--- src/rtl/fp_int_operand_feeder.sv ---
// Purpose: serialises a packed word of LANES signed ints plus one shared FP operand into (fp, int) pairs for the FP x INT multiplier.
// Latency: a word accepted on edge t presents lane 0 after edge t; throughput one lane per cycle, zero bubble between words.
// Backpressure: valid/ready; all outputs hold bit-stable while out_valid_o & !out_ready_i. Optional FP_INT_FEEDER_PERF_CNT_EN adds stall_cnt_o.
module fp_int_operand_feeder #(
    parameter int FP_WIDTH  = 16,
    parameter int INT_WIDTH = 4,
    parameter int LANES     = 8
) (
    input  logic                       clk_i,
    input  logic                       rst_i,
    input  logic                       in_valid_i,
    output logic                       in_ready_o,
    input  logic [FP_WIDTH-1:0]        in_fp_i,
    input  logic [LANES*INT_WIDTH-1:0] in_int_i,
    input  logic                       in_last_i,
    output logic                       out_valid_o,
    input  logic                       out_ready_i,
    output logic [FP_WIDTH-1:0]        out_fp_o,
    output logic [INT_WIDTH-1:0]       out_int_o,
    output logic                       out_lane_last_o,
    output logic                       out_group_last_o,
    output logic                       busy_o
`ifdef FP_INT_FEEDER_PERF_CNT_EN
    ,
    output logic [31:0]                stall_cnt_o
`endif
);

    localparam int LANE_W = (LANES > 1) ? $clog2(LANES) : 1;
    localparam int WORD_W = LANES * INT_WIDTH;
    localparam logic [LANE_W-1:0] LANE_PENULT = LANE_W'(LANES - 2);

    typedef enum logic {
        ST_IDLE   = 1'b0,
        ST_STREAM = 1'b1
    } state_t;

    state_t              state_q, state_d;
    logic [LANE_W-1:0]   lane_q, lane_d;
    logic [FP_WIDTH-1:0] fp_q, fp_d;
    logic [WORD_W-1:0]   word_q, word_d;
    logic                word_last_q, word_last_d;
    logic                lane_last_q, lane_last_d;
    logic                group_last_q, group_last_d;

    // Handshake qualifiers shared by the FSM and the datapath.
    logic out_xfer;
    logic load_word;
    logic advance_lane;

    // State register; reset drops any held word at once.
    always_ff @(posedge clk_i or posedge rst_i) begin
        if (rst_i) begin
            state_q <= ST_IDLE;
        end else begin
            state_q <= state_d;
        end
    end

    // Next state and handshake outputs. in_ready_o in STREAM is the
    // combinational out_ready_i path that lets the next word load on the
    // same edge the last lane leaves, so back-to-back words have no bubble.
    always_comb begin
        state_d      = state_q;
        in_ready_o   = 1'b0;
        out_valid_o  = 1'b0;
        busy_o       = 1'b0;
        out_xfer     = 1'b0;
        load_word    = 1'b0;
        advance_lane = 1'b0;
        case (state_q)
            ST_IDLE: begin
                in_ready_o = 1'b1;
                if (in_valid_i) begin
                    load_word = 1'b1;
                    state_d   = ST_STREAM;
                end
            end
            ST_STREAM: begin
                out_valid_o = 1'b1;
                busy_o      = 1'b1;
                in_ready_o  = out_ready_i & lane_last_q;
                out_xfer    = out_ready_i;
                if (out_xfer && !lane_last_q) begin
                    advance_lane = 1'b1;
                end else if (out_xfer && in_valid_i) begin
                    load_word = 1'b1;
                end else if (out_xfer) begin
                    state_d = ST_IDLE;
                end
            end
            default: begin
                state_d = ST_IDLE;
            end
        endcase
    end

    // Datapath next values. The word is kept in a shift register so the
    // current lane is always the low slice, and out_int_o is a plain flop
    // output rather than a lane-select mux in front of the multiplier.
    always_comb begin
        lane_d       = lane_q;
        fp_d         = fp_q;
        word_d       = word_q;
        word_last_d  = word_last_q;
        lane_last_d  = lane_last_q;
        group_last_d = group_last_q;
        if (load_word) begin
            lane_d       = '0;
            fp_d         = in_fp_i;
            word_d       = in_int_i;
            word_last_d  = in_last_i;
            lane_last_d  = 1'b0;
            group_last_d = 1'b0;
        end else if (advance_lane) begin
            lane_d       = lane_q + LANE_W'(1);
            word_d       = word_q >> INT_WIDTH;
            lane_last_d  = (lane_q == LANE_PENULT);
            group_last_d = (lane_q == LANE_PENULT) & word_last_q;
        end else if (out_xfer) begin
            // Final lane left with nothing queued behind it: clear the flags
            // so an idle feeder never advertises a stale end-of-group.
            lane_d       = '0;
            lane_last_d  = 1'b0;
            group_last_d = 1'b0;
        end
    end

    // Datapath registers; everything returns to zero on reset.
    always_ff @(posedge clk_i or posedge rst_i) begin
        if (rst_i) begin
            lane_q       <= '0;
            fp_q         <= '0;
            word_q       <= '0;
            word_last_q  <= 1'b0;
            lane_last_q  <= 1'b0;
            group_last_q <= 1'b0;
        end else begin
            lane_q       <= lane_d;
            fp_q         <= fp_d;
            word_q       <= word_d;
            word_last_q  <= word_last_d;
            lane_last_q  <= lane_last_d;
            group_last_q <= group_last_d;
        end
    end

    // Operand outputs straight from flops.
    always_comb begin
        out_fp_o         = fp_q;
        out_int_o        = word_q[INT_WIDTH-1:0];
        out_lane_last_o  = lane_last_q;
        out_group_last_o = group_last_q;
    end

`ifdef FP_INT_FEEDER_PERF_CNT_EN
    logic [31:0] stall_cnt_q, stall_cnt_d;

    // Count cycles where a pair is offered but not taken; saturate at all-ones.
    always_comb begin
        stall_cnt_d = stall_cnt_q;
        if (out_valid_o && !out_ready_i && (stall_cnt_q != 32'hFFFF_FFFF)) begin
            stall_cnt_d = stall_cnt_q + 32'd1;
        end
    end

    // Stall counter register.
    always_ff @(posedge clk_i or posedge rst_i) begin
        if (rst_i) begin
            stall_cnt_q <= '0;
        end else begin
            stall_cnt_q <= stall_cnt_d;
        end
    end

    assign stall_cnt_o = stall_cnt_q;
`endif

endmodule

--- config.mk ---
export PLATFORM = sky130hd
export DESIGN_NAME = fp_int_operand_feeder
export DESIGN_NICKNAME = d
export VERILOG_FILES = /design/src/rtl/fp_int_operand_feeder.sv
export SDC_FILE = /design/constraint.sdc
export NUM_CORES = 1
export LEC_CHECK = 0
export CAP_MARGIN = 20
export CORE_UTILIZATION = 45
export CTS_BUF_LIST = sky130_fd_sc_hd__clkbuf_4 sky130_fd_sc_hd__clkbuf_8 sky130_fd_sc_hd__clkbuf_16
export DETAILED_ROUTE_END_ITERATION = 7
export PLACE_DENSITY = 0.75
export SLEW_MARGIN = 10
export SYNTH_ARGS = -nofsm -noshare
export SYNTH_HDL_FRONTEND = slang
export SYNTH_SLANG_ARGS = --single-unit
export TNS_END_PERCENT = 20
--- constraint.sdc ---
create_clock -name clk_i -period 2.05 [get_ports clk_i]
set_input_delay 0.41 -clock clk_i [delete_from_list [all_inputs] [get_ports clk_i]]
set_output_delay 0.41 -clock clk_i [all_outputs]
set_load 0.02 [all_outputs]
# Yosys cells after proc, flatten, opt, wreduce, memory -nomap -nowiden
# Cells that the tools add are included.
# W data, S select, Z words.
totals:
  register_bits: 55
  elab_cells: 40
classes:
  reduce_logical: 5
  bitwise: 3
  n_eq_ne: 1
  muxes: 23
  addsub: 1
ops:
  columns: ["cell", "count"]
  rows:
  - ["$mux W32", 2]
  - ["$mux W1", 15]
  - ["$mux W3", 3]
  - ["$pmux W1 S2", 3]
  - ["$add A3 B1 Y3 const B", 1]
  - ["$eq A3 B3 Y1 const B", 1]
  - ["$reduce_bool A3 Y1", 1]
  - ["$and A1 B1 Y1", 2]
  - ["$logic_and A1 B1 Y1", 2]
  - ["$reduce_bool A2 Y1", 1]
  - ["$logic_not A1 Y1", 1]
  - ["$not A1 Y1", 1]

# Longest topological paths before layout
depth:
  ltp_word: 6
  depth_mapped: 7
  mapped_depth_nobuf: 4

# Worst setup path after synthesis
# Ideal clock, no wire load.
synth_timing:
  kind: "register -> register"
  start: "register state_q"
  end: "register word_q[0]"
  synth_period_minus_slack_ns: 1.735
  stages_incl_launch_ff: 8
  setup_time_ns: 0.111
  path_slack_ns: 0.315
  n_path_buf: 4
  arrival_ns: 1.623
  cell_sequence: "dfrtp_1 > buf_4 > a21bo_4 > and2_4 > buf_6 > buf_6 > buf_6 > a222oi_1"
synth_between:
  elab_chain_len: 3
  elab_cells_between_ends: 5
synth_lines:
  columns: ["item", "line_no", "rtl"]
  rows:
  - ["start: declaration", "38", "state_t state_q, state_d;"]
  - ["start signal: assignment", "56", "state_q <= state_d;"]
  - ["$not A1 Y1", null, null]
  - ["$pmux W1 S2", "71", "case (state_q)"]
  - ["$mux W32 or $reduce_bool A2 Y1 (tied branches)", null, null]
  - ["end signal: assignment", "141", "word_q <= word_d;"]
  - ["end: declaration", "41", "logic [WORD_W-1:0] word_q, word_d;"]
# Several ways; a longest one is shown, not always the timed one.
# A chain may end at the register's enable or synchronous reset.

# Final worst setup path
layout_timing:
  start: "register state_q"
  end: "output port out_valid_o"
layout_between:
  elab_chain_len: 1
layout_lines:
  columns: ["item", "line_no", "rtl"]
  rows:
  - ["$mux W1", "71", null]
  - ["end: declaration", "16", "output logic out_valid_o,"]
# No other way between the ends.

==> reports/qor.yml <==
pwr:
  p_clk_share_pct: 14.3
  swShare_pct: 35.3
  total_power_w: 0.00431
  comb_power_share_pct: 41.8
  p_switching_w: 0.00152
  power.internal_w: 0.00279
  p_seq_share_pct: 43.8
  powerDensity_nw_per_um2: 1220
  power.leakage_nw: 1.68
  ir_worst_vdd_mv: 0.761
global_route:
  grt_usage_pct: 21.1
  grt-ovfl-total: 0
  antenna_found_initial: 0
  grt_pass1_wl_um: 10000
  grt_start_max_net_pins: 56
  grt_pass1_vias: 2157
yosys:
  avgSynthCellArea_sq_um: 10.6
  synth_cell_types: 23
  synthesis.nets: 300
  synth_ff_type: "dfrtp_1"
  netlist.area_leader.share_pct: 52.9
  synth-edff-count: 0
  syn_area_sq_um: 2600
  ys_warn_count: 0
  synth-seq-area-share_pct: 52.9
  netlist_top_cells_area: "dfrtp_1 53%, a222oi_1 11%, inv_1 8.5%"
  ys_seq_elements: 55
  synthCells: 245
  yosys.area.top_type: "dfrtp_1"
  synthArstFlopShare_pct: 100
setup_path:
  arrival_ps: 1480
  slowest_delay_ps: 660
  cp_num_cells: 1
  worstPathMaxFanout: 7
  rrSetupSlack_ps: 340
  cp_top_family: "buffers and inverters"
  path_cells: "clkdlybuf4s50_1"
  crit_type: "reg2out"
  reg2reg_to: "word_q[27]"
  crit_slowest_cell: "clkdlybuf4s50_1"
  required_ps: 1640
  setup.worst_path.start_class: "flip-flop"
  reg2reg_from: "state_q"
  path_buf_inv: 1
  ff2ff_path_depth: 5
  critPathCaptureType: "output port"
worst_hold_path:
  hp-class: "in2async"
placement:
  hpwl_um: 4040
  place.gp.congestion: 0.731
  port_buffers: 77
  dp.cells: 382
  place_ws_ps: -19.5
clock_network:
  clock-root-buffer: "clkbuf_8"
  cts_max_path_buffers: 2
  post_cts_resized: 1
  htreeDepth: 2
  clock_sinks: 55
  tritoncts: "done"
  postCtsSetupBuffers: 0
  hold_buffers: 0
  cts_made_buffers: 5
  worstSkewPairLatency_ps: 310
  path_clk_slew_ps: 100
sta:
  worst_hold_slack_ps: 440
  finalSetupViolCount: 0
  final.min_clock_period_ps: 1890
  fmax_mhz: 528
  skew_ps: 5.27
  slew_headroom_pct: 52.1
  rsz0062_at_grt: "no"
  hold_viol: 0
  worst_slack_ps: 156
  worst_pin_slew_ps: 719
  fin_crit_sh_pct: 92.4
  drv_slew: 0
layout:
  layout_common_cells: "76 x clkdlybuf4s50_1, 58 x inv_1, 55 x dfrtp_1"
  finalNonFillerCells: 389
  area_delta_synth_final_pct: 36.2
  n_antenna_cell: 0
  drive_gt1_share_pct: 12.6
  layout_commonest_cell: "clkdlybuf4s50_1"
  nNetsFinal: 372
routing:
  drt_iter0_markers: 329
  routed_wl_um: 6010
  viasPerCell: 5.53
  drc_errors: 0
  num_vias: 2150
  first_pass_iters: 6
  antenna_left: 0
  wl_per_cell_um: 15.4
floorplan:
  die_w_um: 78.1
  pin_count: 78
  initial_core_util_pct: 47.0
  die_area_sq_um: 6090
  rows: 27
  die_h_um: 78.1
  core_sq_um: 5540
flow_run:
  drv_cap: 0
status:
  outcome: "complete, no violations"
==> cell type report <==
cell class                      count  area [sq um]
Multi-Input combinational cell    107           863
Fill cell                         474          2000
Tap cell                           72          90.1
Sequential cell                    55          1380
Timing Repair Buffer               89           905
Clock buffer                        6          82.6
Clock inverter                      1          5.00
Inverter                           59           221
==> worst min-delay path, delay by kind of cell <==
kind,cells,cell delay (ps)
buffers and inverters,3,740
==> logic make-up (layout without fill, tap and decap cells) <==
logic type / Yosys count / count (layout) / synth area share [%]
AO/OA/AOI/OAI: 67 / 67 / 20.2
adder cells (fa/ha/maj): 2 / 2 / 0.961
buffers and inverters: 83 / 155 / 14.1
flip-flops: 55 / 55 / 52.9
multiplexers: 18 / 18 / 7.74
AND/OR/NAND/NOR: 20 / 20 / 4.09
==> through the flow <==
| stage | area [sq um] | utilization, % | TNS [ps] |
|---|---|---|---|
| 4_1_cts | 3540 | 64.0 | 0 |
| 6_report | 3540 | 64.0 | 0 |
| 2_1_floorplan | 2600 | - | 0 |
| 3_3_place_gp | 3440 | 62.1 | -4230 |
| 3_5_place_dp | 3460 | 62.4 | -24.4 |
| 5_1_grt | 3540 | 64.0 | 0 |
==> power by group through the flow <==
| stage | Sequential (W) | Clock [W] | Combinational, W |
|---|---|---|---|
| 2_1_floorplan | 0.00203 | 0 | 0.000952 |
| 3_3_place_gp | 0.00188 | 0 | 0.00174 |
| 3_5_place_dp | 0.00191 | 0 | 0.00181 |
| 4_1_cts | 0.00189 | 0.000630 | 0.00181 |
| 5_1_grt | 0.00196 | 0.000668 | 0.00198 |
| 6_report | 0.00189 | 0.000618 | 0.00180 |
==> layer usage <==
metal / global-route usage (%) / share of wire [%]
met5: 0 / 0
met4: 6.85 / 1.6
met3: 7.44 / 10
met2: 33.6 / 47
met1: 26.7 / 41
==> worst max path at each step <==
stage,from,end,slack (ps)
2_1_floorplan,rst_i,lane_q[0],300
3_3_place_gp,in_valid_i,word_q[14],-170
3_5_place_dp,out_ready_i,in_ready_o,-20
4_1_cts,state_q,out_valid_o,130
5_1_grt,state_q,busy_o,120
6_report,state_q,out_valid_o,160
==> synth_stat cells (4+ instances only) <==
cell type,n
clkbuf_1,12
dfrtp_1,55
o21ai_0,6
a222oi_1,28
buf_6,4
o22ai_1,28
mux2_2,17
nand3_1,4
nand2_1,8
buf_4,6
inv_1,59
==> state kept, by name (all words and copies together), names as in the netlist <==
name,cells
out_fp_o,16
word_last_q,1
word_q,32
lane_q,3
out_lane_last_o,1
state_q,1
out_group_last_o,1
No activity file was read; power rests on OpenSTA's default activity.
